**src/rtl/dram_axi_pkg.sv**
```systemverilog
// Shared types for the DRAM AXI link master: link widths, FSM states, request bundle.
package dram_axi_pkg;

    localparam int ADDR_W = 16;
    localparam int DATA_W = 16;

    typedef enum logic [2:0] {
        IDLE,
        WR_REQ,
        WR_RESP,
        RD_REQ,
        RD_DATA,
        RESP
    } dram_mst_state_e;

    typedef struct packed {
        logic              write;
        logic [ADDR_W-1:0] addr;
        logic [DATA_W-1:0] wdata;
    } dram_req_t;

endpackage

```
**src/rtl/dram_axi_master.sv**
```systemverilog
// Single-outstanding AXI master for the DRAM link: turns one core request into
// one AW/W/B or AR/R transaction and hands back a completion.
module dram_axi_master #(
    parameter int ADDR_W = 16,
    parameter int DATA_W = 16
) (
    input  logic              clk,
    input  logic              rst_n,
    // core request port
    input  logic              req_valid,
    output logic              req_ready,
    input  logic              req_write,
    input  logic [ADDR_W-1:0] req_addr,
    input  logic [DATA_W-1:0] req_wdata,
    // core completion port
    output logic              rsp_valid,
    input  logic              rsp_ready,
    output logic              rsp_write,
    output logic [DATA_W-1:0] rsp_rdata,
    // write address / data / response
    output logic [ADDR_W-1:0] awaddr,
    output logic              awvalid,
    input  logic              awready,
    output logic [DATA_W-1:0] wdata,
    output logic              wvalid,
    input  logic              wready,
    input  logic              bvalid,
    output logic              bready,
    // read address / data
    output logic [ADDR_W-1:0] araddr,
    output logic              arvalid,
    input  logic              arready,
    input  logic [DATA_W-1:0] rdata,
    input  logic              rvalid,
    output logic              rready
);
    import dram_axi_pkg::*;

    dram_mst_state_e   state_q, state_d;
    dram_req_t         req_q;
    logic              aw_done, w_done;
    logic              rsp_write_q;
    logic [DATA_W-1:0] rsp_rdata_q;

    // Captured request drives the channel payloads, so they stay stable until handshake.
    assign awaddr    = req_q.addr;
    assign araddr    = req_q.addr;
    assign wdata     = req_q.wdata;
    assign rsp_write = rsp_write_q;
    assign rsp_rdata = rsp_rdata_q;

    // State register.
    always_ff @(posedge clk or negedge rst_n) begin
        if (!rst_n) state_q <= IDLE;
        else        state_q <= state_d;
    end

    // Next state and channel handshake outputs; every ready/valid is a pure state decode.
    always_comb begin
        state_d   = state_q;
        req_ready = 1'b0;
        awvalid   = 1'b0;
        wvalid    = 1'b0;
        bready    = 1'b0;
        arvalid   = 1'b0;
        rready    = 1'b0;
        rsp_valid = 1'b0;
        case (state_q)
            IDLE: begin
                req_ready = 1'b1;
                if (req_valid) state_d = req_write ? WR_REQ : RD_REQ;
            end
            WR_REQ: begin
                // AW and W retire independently; leave once both have been accepted.
                awvalid = !aw_done;
                wvalid  = !w_done;
                if ((aw_done || awready) && (w_done || wready)) state_d = WR_RESP;
            end
            WR_RESP: begin
                bready = 1'b1;
                if (bvalid) state_d = RESP;
            end
            RD_REQ: begin
                arvalid = 1'b1;
                if (arready) state_d = RD_DATA;
            end
            RD_DATA: begin
                rready = 1'b1;
                if (rvalid) state_d = RESP;
            end
            RESP: begin
                rsp_valid = 1'b1;
                if (rsp_ready) state_d = IDLE;
            end
            default: state_d = IDLE;
        endcase
    end

    // Request capture, per-channel done flags and completion payload.
    always_ff @(posedge clk or negedge rst_n) begin
        if (!rst_n) begin
            req_q       <= '0;
            aw_done     <= 1'b0;
            w_done      <= 1'b0;
            rsp_write_q <= 1'b0;
            rsp_rdata_q <= '0;
        end else begin
            if (req_valid && req_ready) begin
                req_q   <= '{write: req_write, addr: req_addr, wdata: req_wdata};
                aw_done <= 1'b0;
                w_done  <= 1'b0;
            end
            if (awvalid && awready) aw_done <= 1'b1;
            if (wvalid && wready)   w_done  <= 1'b1;
            if (bvalid && bready) begin
                rsp_write_q <= 1'b1;
                rsp_rdata_q <= '0;
            end
            if (rvalid && rready) begin
                rsp_write_q <= 1'b0;
                rsp_rdata_q <= rdata;
            end
        end
    end

endmodule

```
**config.mk**
```make
export PLATFORM = sky130hd
export DESIGN_NAME = dram_axi_master
export DESIGN_NICKNAME = d
export VERILOG_FILES = /design/src/rtl/dram_axi_pkg.sv /design/src/rtl/dram_axi_master.sv
export SDC_FILE = /design/constraint.sdc
export NUM_CORES = 1
export LEC_CHECK = 0
export BUFFER_PORTS_ARGS = -buffer_cell sky130_fd_sc_hd__buf_2
export CAP_MARGIN = 20
export CORE_ASPECT_RATIO = 0.7
export CORE_MARGIN = 2
export CORE_UTILIZATION = 29
export CTS_CLUSTER_DIAMETER = 30
export DETAILED_ROUTE_END_ITERATION = 16
export PLACE_DENSITY = 0.65
export RECOVER_POWER = 25
export SYNTH_ARGS = -nofsm -noshare
export SYNTH_HDL_FRONTEND = slang
export SYNTH_SLANG_ARGS = --single-unit
```
**constraint.sdc**
```tcl
create_clock -name clk -period 3.9 [get_ports clk]
set_input_delay 0.39 -clock clk [delete_from_list [all_inputs] [get_ports clk]]
set_output_delay 0.39 -clock clk [all_outputs]
set_load 0.03 [all_outputs]
```
# Yosys cells after proc, flatten, opt, wreduce, memory -nomap -nowiden
# Index checks and enable logic that the tools add are counted.
[word_totals]
regBits = 54
input_bits = 58
out_inout_bits = 72
elab_cells = 55
[classes]
n_eq_ne = 11
muxes = 22
n_reduce_logical = 15
[ops]
columns = ["operator", "n"]
rows = [
  ["$mux W16", 2],
  ["$mux W3", 6],
  ["$pmux W3 S6", 1],
  ["$mux W1", 12],
  ["$ne A2 B2 Y1 const B", 6],
  ["$eq A3 B2 Y1 const B", 2],
  ["$eq A3 B3 Y1 const B", 2],
  ["$logic_and A1 B1 Y1", 6],
  ["$reduce_and A6 Y1", 1],
  ["$reduce_bool A2 Y1", 3],
  ["$eq A3 B1 Y1 const B", 1],
  ["$logic_not A3 Y1", 1],
  ["$logic_not A1 Y1", 2],
  ["$logic_or A1 B1 Y1", 2],
  ["$mux W2", 1],
]

# Longest topological paths before layout
[depth]
word_depth = 5
ltp_mapped = 5
depth_no_buf = 3

# Worst setup path after synthesis
# No wires, ideal clock.
[synth_timing]
kind = "reg2out"
from = "reg state_q[2]"
to = "out awvalid"
t_arrival_ps = 1404
setup_slack_ps = 2106
stages_incl_launch_ff = 4
n_path_buf = 1
cell_sequence = "dfrtp_1 > buf_2 > nand2b_1 > nor3_1"
[synth_via]
elab_chain_len = 2
[synth_rtl]
columns = ["element", "line", "source"]
rows = [
  ["start: declaration", "dram_axi_master.sv:39", "dram_mst_state_e state_q, state_d;"],
  ["start signal: assignment", "dram_axi_master.sv:55", "else state_q <= state_d;"],
  ["$eq A3 B1 Y1", "dram_axi_master.sv:68", "case (state_q)"],
  ["$mux W1", "dram_axi_master.sv:68", ""],
  ["end: declaration", "dram_axi_master.sv:22", "output logic awvalid,"],
]
# Every way passes these cells.

# Worst setup path in the final report
[layout_timing]
from = "reg state_q[0]"
to = "reg req_q, in the netlist araddr[15]"
[layout_via]
elab_chain_len = 3
[layout_rtl]
columns = ["element", "line", "source"]
rows = [
  ["$logic_not A3 Y1", "dram_axi_master.sv:68", ""],
  ["$mux W1", "dram_axi_master.sv:68", ""],
  ["$logic_and A1 B1 Y1", "dram_axi_master.sv:108", "if (req_valid && req_ready) begin"],
  ["end signal: assignment", "dram_axi_master.sv:109", "req_q <= '{write: req_write, addr: req_addr, wdata: req_wdata};"],
  ["end: declaration", "dram_axi_master.sv:40", "dram_req_t req_q;"],
]
# Every way passes these cells.
# A chain may end at the register's enable or synchronous reset.

==> out/metrics.csv <==
metric,value,unit
period_share,56.4,%
drive_above_1_share,62.8,%
grt_pass1_wl,7.96,mm
synth_seq_cells,54,
cts-root-buf,clkbuf_16,
power_frac_clock,15.0,%
period_minus_slack,2200,ps
drt_iter0_markers,69,
cts_setup_buffers,0,
grt_use_total,11.0,%
swShare,45.2,%
cts_tree,yes,
ys_seq_area_share,54.9,%
floorplan.initialDensity,29.5,%
r2r_cells,3,
overflow,0,
grt_setup_unrepaired,no,
yosys_warnings,0,
syn_area,2460,um2
slew_headroom,30.4,%
path_cells,"nor3_2, and2_2, mux2_2",
dp_slack,1700,ps
synth_fp_nets,223,
fin_nets,334,
io_buffers,129,
p_comb_share,53.8,%
synth_compound_area_share,9.21,%
clock_path_buffers,2,
r2r-end,araddr[15]$_DFFE_PN0P_,
crit_required,4070,ps
design.core.area,8340,um2
synth_top_cell_by_area,dfrtp_1,
vias,1683,
antenna_found_initial,0,
layout_commonest_cell,buf_2,
dieArea,9250,um2
vias_per_cell,4.41,
fillers,828,
crit_path_end_kind,register,
dp_hpwl,3.68,mm
cp.arrival,2380,ps
rows,28,
skew,4.05,ps
wirelength,5.22,mm
worst-setup-path-type,register to register,
slew_viol_final,0,
synthCells,165,
leakage,1.67,nW
cap_violations,0,
area_growth,29.3,%
fin_ws,1700,ps
p_int,1.82,mW
clock-sinks,54,
max_freq,454,MHz
grt_max_degree,55,
hold_viol,0,
r2r_start,state_q[0]$_DFFE_PN0P_,
die_x,114,um
tightest_slew,1040,ps
synth_top_area_share,54.9,%
setup_viol,0,
crit_path_max_fanout,32,
grt_pass1_vias,1568,
ant_nets,0,
yosysUniqueCellTypes,27,
seq_area,1350,um2
clkTransAtPathRegs,70,ps
gp_congestion,0.712,
wl_per_cell,13.7,um
status,"finished, final reports clean",
crit_path_top_delay_cell,and2_2,
clock_latency,290,ps
hold_buffers,0,
synthSimpleGateAreaFrac,5.60,%
synthTopCellsByArea,"dfrtp_1, mux2_4, a22o_1, buf_4, buf_12",
diodes,0,
cts_resized,0,
ir_drop,0.374,mV
syn_avg_cell_area,14.9,um2
r2r_slack,1700,ps
final_cell_mix,"buf_2, dfrtp_1, mux2_4, a22o_1, clkbuf_16",
numCtsBuffers,5,
synth.area.mux_share,20.6,%
ios,130,
multi_input_area,872,um2
drcViolationCount,0,
hold_class,input port to asynchronous set/reset pin,
startpoint_type,register,
p_per_area,1050,nW/um2
worst_path_largest_cell_delay,880,ps
synthXorXnorAreaFrac,0,%
final.setup.tns,0,ps
pwr-share-seq,31.2,%
synth_top_family_by_area,multiplexers,
htreeDepth,2,
firstDrtPassIters,4,
switchingPower,1.50,mW
synthAdderAreaFrac,0,%
die_y,81.1,um
stage by stage:
stage	hold slack, ps	area, um2	utilization, %	instances	total power, mW
final	225	3180	38.2	382	3.33
after global placement	481	3020	36.2	374	2.82
after floorplan	94.4	2460	-	165	2.52
after detailed placement	483	3020	36.2	374	2.84
after CTS	250	3180	38.2	382	3.37
after global routing	279	3180	38.2	382	3.52
cell usage after synthesis:
master and number:
inv_1 2, buf_2 4, buf_4 17, nand2b_1 3, and2_1 3, and4bb_1 1, buf_12 3, buf_6 2
nor4bb_1 1, mux2_4 30, o41ai_1 1, a311oi_1 1, nor2_1 3, a31oi_1 1, o22ai_1 1, mux2_2 3
nand2_1 3, a22o_1 18, a22oi_1 1, nor3_1 3, o21ai_0 3, mux4_2 1, nor2b_1 2, o21ai_4 1
dfrtp_1 54, and3b_1 2, nor3_2 1
power by group through the flow:
stage	clock [mW]	combinational (mW)	sequential, mW
after floorplan	0	1.02	1.50
after global placement	0	1.79	1.03
after detailed placement	0	1.81	1.04
after CTS	0.522	1.81	1.04
after global routing	0.543	1.90	1.08
final	0.499	1.79	1.04
state kept, by name, indices dropped and copies added (netlist names):
name       flops
araddr        16
aw_done        1
rsp_rdata     16
rsp_write      1
state_q        3
w_done         1
wdata         16
final cells by class:
cell class	count	share of cell area (%)
sequential	54	42.5
multi-input combinational	83	27.4
timing repair buffer	130	20.5
tap	105	4.13
clock buffer	6	4.05
clock inverter	2	1.18
inverter	2	0.236
layer usage:
layer  global-route usage (%)  vias to the layer above  share of wire, %
li1                         -                      790                 -
met5                        0                        -                 0
met3                     4.10                        2               8.8
met1                     15.7                      812                48
met4                     2.56                        0              0.40
met2                     15.7                       79                43
critical path: cells and delay by family, from the launching register on:
kind,cells,cell delay (ps)
simple gates,2,1150
flops,1,510
mux,1,420
how the worst max path moves through the flow:
stage | startpoint | end | slack, ps | cells after the start
floorplan | state_q[2]$_DFFE_PN0P_ | awvalid | 2110 | 3
global placement | state_q[0]$_DFFE_PN0P_ | araddr[15]$_DFFE_PN0P_ | 1730 | 3
detailed placement | state_q[0]$_DFFE_PN0P_ | wdata[15]$_DFFE_PN0P_ | 1700 | 3
CTS | state_q[0]$_DFFE_PN0P_ | araddr[15]$_DFFE_PN0P_ | 1690 | 3
global route | state_q[2]$_DFFE_PN0P_ | araddr[15]$_DFFE_PN0P_ | 1560 | 3
finish | state_q[0]$_DFFE_PN0P_ | araddr[15]$_DFFE_PN0P_ | 1700 | 3
cells by family (layout without fill, tap and decap cells):
logic type | Yosys count | in the layout
buf+inv | 28 | 140
mux | 34 | 34
simple gates | 22 | 22
compound gates | 27 | 27
flops | 54 | 54
No activity file was read; power rests on OpenSTA's default activity.
